==> src/rtl/wdgrv_timer_core.sv <==
// Two-stage watchdog timer core: warn on first timeout, bite on second.
// Counter, flags and state are all flops; outputs come straight from them.
module wdgrv_timer_core #(
   parameter int unsigned CNT_SHIFT = 4
) (
   input  logic        clk,
   input  logic        rst,
   input  logic        wden_i,
   input  logic [9:0]  wtocnt_i,
   input  logic        s1wto_clr_i,
   input  logic        s2wto_clr_i,
   input  logic        cnt_we_i,
   input  logic [31:0] cnt_wdata_i,
   output logic [31:0] wdcnt_o,
   output logic        s1wto_o,
   output logic        s2wto_o,
   output logic        irq_o,
   output logic        rst_req_o
);

   typedef enum logic [1:0] {
      IDLE,
      ARMED,
      WARNED,
      BITTEN
   } state_t;

   state_t      r_state;
   logic [31:0] r_cnt;
   logic        r_s1wto;
   logic        r_s2wto;

   logic [31:0] w_limit;
   logic        w_run;
   logic        w_to;

   assign w_limit = {22'd0, wtocnt_i} << CNT_SHIFT;
   assign w_run   = wden_i && (r_state == ARMED || r_state == WARNED);
   // A refresh on the timeout edge beats the bite.
   assign w_to    = w_run && (wtocnt_i != 10'd0) &&
                    (r_cnt == w_limit) && !cnt_we_i;

   always_ff @(posedge clk or posedge rst) begin
      if (rst) begin
         r_state <= IDLE;
         r_cnt   <= '0;
         r_s1wto <= 1'b0;
         r_s2wto <= 1'b0;
      end else begin
         if (cnt_we_i)
            r_cnt <= cnt_wdata_i;
         else if (w_to)
            r_cnt <= '0;
         else if (w_run && r_cnt != '1)
            r_cnt <= r_cnt + 32'd1;

         if (w_to && r_state == ARMED)
            r_s1wto <= 1'b1;
         else if (s1wto_clr_i)
            r_s1wto <= 1'b0;

         if (w_to && r_state == WARNED)
            r_s2wto <= 1'b1;
         else if (s2wto_clr_i)
            r_s2wto <= 1'b0;

         unique case (r_state)
            IDLE: begin
               if (wden_i && !r_s2wto)
                  r_state <= (r_s1wto && !s1wto_clr_i) ? WARNED : ARMED;
            end
            ARMED: begin
               if (!wden_i)
                  r_state <= IDLE;
               else if (w_to)
                  r_state <= WARNED;
            end
            WARNED: begin
               if (!wden_i)
                  r_state <= IDLE;
               else if (w_to)
                  r_state <= BITTEN;
               else if (s1wto_clr_i)
                  r_state <= ARMED;
            end
            BITTEN: begin
               if (s2wto_clr_i)
                  r_state <= wden_i ? ARMED : IDLE;
            end
         endcase
      end
   end

   assign wdcnt_o   = r_cnt;
   assign s1wto_o   = r_s1wto;
   assign s2wto_o   = r_s2wto;
   assign irq_o     = r_s1wto;
   assign rst_req_o = r_s2wto;

endmodule

==> config.mk <==
export PLATFORM = sky130hd
export DESIGN_NAME = wdgrv_timer_core
export DESIGN_NICKNAME = d
export VERILOG_FILES = /design/src/rtl/wdgrv_timer_core.sv
export SDC_FILE = /design/constraint.sdc
export NUM_CORES = 1
export LEC_CHECK = 0
export ABC_AREA = 1
export CELL_PAD_IN_SITES_DETAIL_PLACEMENT = 1
export CELL_PAD_IN_SITES_GLOBAL_PLACEMENT = 2
export CORE_MARGIN = 2
export CORE_UTILIZATION = 30
export CTS_CLUSTER_DIAMETER = 200
export CTS_CLUSTER_SIZE = 16
export DETAILED_ROUTE_END_ITERATION = 16
export DONT_BUFFER_PORTS = 1
export MAX_ROUTING_LAYER = met4
export PLACE_DENSITY = 0.79
export SETUP_SLACK_MARGIN = 0.02
export SLEW_MARGIN = 30
export SYNTH_ARGS = -nofsm -noshare
export SYNTH_HDL_FRONTEND = slang
export SYNTH_SLANG_ARGS = --single-unit
==> constraint.sdc <==
create_clock -name clk -period 3.65 [get_ports clk]
set_input_delay 0.9125 -clock clk [delete_from_list [all_inputs] [get_ports clk]]
set_output_delay 0.9125 -clock clk [all_outputs]
set_load 0.1 [all_outputs]
==> flow_summary.toml <==
[status]
status = "finished clean"

[timing]
period_minus_slack_ns = 2.93
timing.fmax_mhz = 341
setup_tns_ns = 0
grt_setup_unrepaired = "no"
fin_crit_sh_pct = 80.4
maxSlewViolCount = 0
finClkSkew_ns = 0.00567
slew_headroom_pct = 36.4
setup_viol = 0
hold_viol = 0
max_slew.worst_pin.slew_ns = 0.955

[critical_path]
crit_top_cell = "nand2_1"
setup.worst_path.end_class = "flip-flop"
crit_chain = "inv_1 > ha_1 > nand2_1 > inv_1 > nand2_1 > nor2_1 > nand2_1 > inv_1 > nand2_1 > nor2_4 > nor2_2 > nand2_4 > nand2_1 > o21ai_0"
critical_path_class = "reg2reg"
critPathRequiredTime_ns = 3.81
critical_path_arrival_ns = 3.10
path_buf_inv = 3
worstPathMaxFanout = 57
r2r_cells = 14
cp_num_cells = 14
critical_path.top_delay_family = "simple AND/OR/NAND/NOR gates"
slowest_delay_ns = 0.51
crit_path_top_delay_cell = "nor2_2"
critPathLaunchType = "flip-flop"

[route]
drt_pre_antenna_iters = 4
vias = 3466
route.detailed.drc = 0
via_per_inst = 4.89
antenna_left = 0
met2_length_um = 5550
drt-met1-wl_um = 5140
wl_met3_um = 480
topRoutingLayerUsed = "met4"
routed_wl_um = 11300
first_iter_violations = 147
wire_per_inst_um = 15.9

[clock_tree]
cts.sink_count = 36
cts_tree = "built"
h-tree-depth = 2
hold_buffers = 0
clk_path_buf_depth = 2
cts_root_buf = "clkbuf_8"
clkTransAtPathRegs_ns = 0.09
postCtsSetupBuffers = 0
numCtsBuffers = 5
cts_resized = 0
clock_latency_ns = 0.30

[final_layout]
fillers = 1410
area_delta_synth_final_pct = 13.5
antenna_cells = 0
final_nets = 627
ff_latch_area_um2 = 903
final_cells = 709
multiInputGateArea_um2 = 1950
finalInstanceArea_um2 = 3650
drive_gt1_share_pct = 9.60

[synthesis]
syn_nets = 602
yosysWarnings = 0
synthMuxAreaShare_pct = 0
synth_top_family_by_area = "simple AND/OR/NAND/NOR gates"
ys_ff_latch = 36
yosysUniqueCellTypes = 29
synth_area_per_cell_um2 = 5.88
synthSimpleGateAreaFrac_pct = 44.5
yosysSeqAreaShare_pct = 28.0
syn_area_um2 = 3220
synth_xor_area_share_pct = 4.36
synthCells = 547
synth_compound_area_share_pct = 8.98
synth_adder_area_share_pct = 2.72

[power]
p_sw_mw = 2.05
clockPowerShare_pct = 11.4
swShare_pct = 63.1
internal_power_mw = 1.20
p_seq_share_pct = 20.5
ir_drop_mv = 0.343
p_comb_share_pct = 68.2
leakagePower_nw = 1.88
total_power_mw = 3.25
p_per_area_nw_per_um2 = 891

[floorplanning]
die-area_um2 = 11600
rows = 37
initial_core_util_pct = 31.0
coreArea_um2 = 10400
dieWidth_um = 108
die_height_um = 108
boundaryPins = 84

[grt]
grt_pass1_vias = 3621
grt_pass1_wl_um = 18600
antenna_found_initial = 0
globalRouteTotalUtil_pct = 20.9
grt_overflow = 0
grt_max_degree = 58

[run]
drv_cap = 0

[placed_design]
dpl_cell_area_um2 = 3540
place_hpwl_um = 9070
dp_cells = 701
place_congestion = 0.864
place.port_buffers = 0

[hold_path]
hp-class = "reg2reg"
hold_depth = 2
==> cells in the final DEF (no fill, tap or decap), types with 3 or more instances in the layout <==
cell,instances
dfrtp_1,34
buf_4,34
clkbuf_8,5
o21ai_2,3
o21ai_0,30
nor3_1,16
nand2_1,223
o21ai_1,17
inv_1,68
nand4_1,8
nand3_1,43
xor2_1,15
nor2_1,49
ha_1,7
==> power groups by stage <==
| stage | clock network [mW] | registers, mW | logic (mW) |
|---|---|---|---|
| after floorplan | 0 | 1.71 | 0.707 |
| after global placement | 0 | 0.668 | 2.19 |
| after detailed placement | 0 | 0.675 | 2.23 |
| after CTS | 0.379 | 0.668 | 2.24 |
| after global routing | 0.392 | 0.691 | 2.40 |
| final | 0.370 | 0.666 | 2.22 |
==> routing by layer <==
layer / track usage, % / vias up
li1: - / 1750
met1: 25.9 / 1657
met2: 36.2 / 51
met3: 3.69 / 8
met4: 3.85 / 0
met5: - / -
==> logic make-up after synthesis <==
group / after synthesis
xor+xnor: 16
flops: 36
fa+ha+maj: 7
compound gates: 54
simple gates: 347
buf+inv: 87
==> synthesized netlist by cell type (all sizes together) <==
cell      n  area share (%)
nand2   226              27
inv      70             8.2
nor2     52             6.5
o21ai    50             8.1
nand3    43             6.7
dfrtp    36              28
nor3     16             2.5
xor2     15             4.1
buf       9             2.3
nand4     8             1.6
clkbuf    7            0.82
ha        7             2.7
a21oi     1            0.16
a22oi     1            0.23
clkinv    1            0.12
nor4      1            0.19
o21a      1            0.23
o21bai    1            0.23
or2       1            0.19
xnor2     1            0.27
==> path summary, 6_finish.rpt <==
path / startpoint / endpoint / slack [ns]
setup / recovery: r_state[0] / wdcnt_o[4] / 0.72
hold / removal: wdcnt_o[4] / wdcnt_o[4] / 0.58
setup reg to reg: r_state[0] / wdcnt_o[4] / 0.72
hold reg to reg: wdcnt_o[4] / wdcnt_o[4] / 0.58
max in group asynchronous: rst / rst_req_o / 2.65
min in group asynchronous: rst / r_state[0] / 0.63
==> state kept, by name, summed over array words and instances, names as in the netlist <==
signal / flops
r_state: 2
wdcnt_o: 32
irq_o: 1
rst_req_o: 1
==> per-stage QoR <==
step	util [%]	hold slack, ns	setup WS [ns]
2_1_floorplan	-	0.502	1.17
3_3_place_gp	34.2	0.545	0.732
3_5_place_dp	34.2	0.561	0.633
4_1_cts	35.2	0.578	0.737
5_1_grt	35.2	0.629	0.505
6_report	35.2	0.575	0.715
==> area by class of cell <==
| type | count | area share [%] |
|---|---|---|
| repair buffers | 34 | 6.99 |
| multi-input cells | 424 | 53.4 |
| clock buffers | 6 | 1.99 |
| flip-flops and latches | 36 | 24.7 |
| inverters | 71 | 7.30 |
| well taps | 136 | 4.66 |
| clock inverters | 2 | 0.960 |
==> tightest hold or removal path, stage by stage (launching register included) <==
cell	delay [ns]
dfrtp_1	0.38
inv_1	0.07
o21ai_0	0.08
Power figures use the tool's default switching activity.
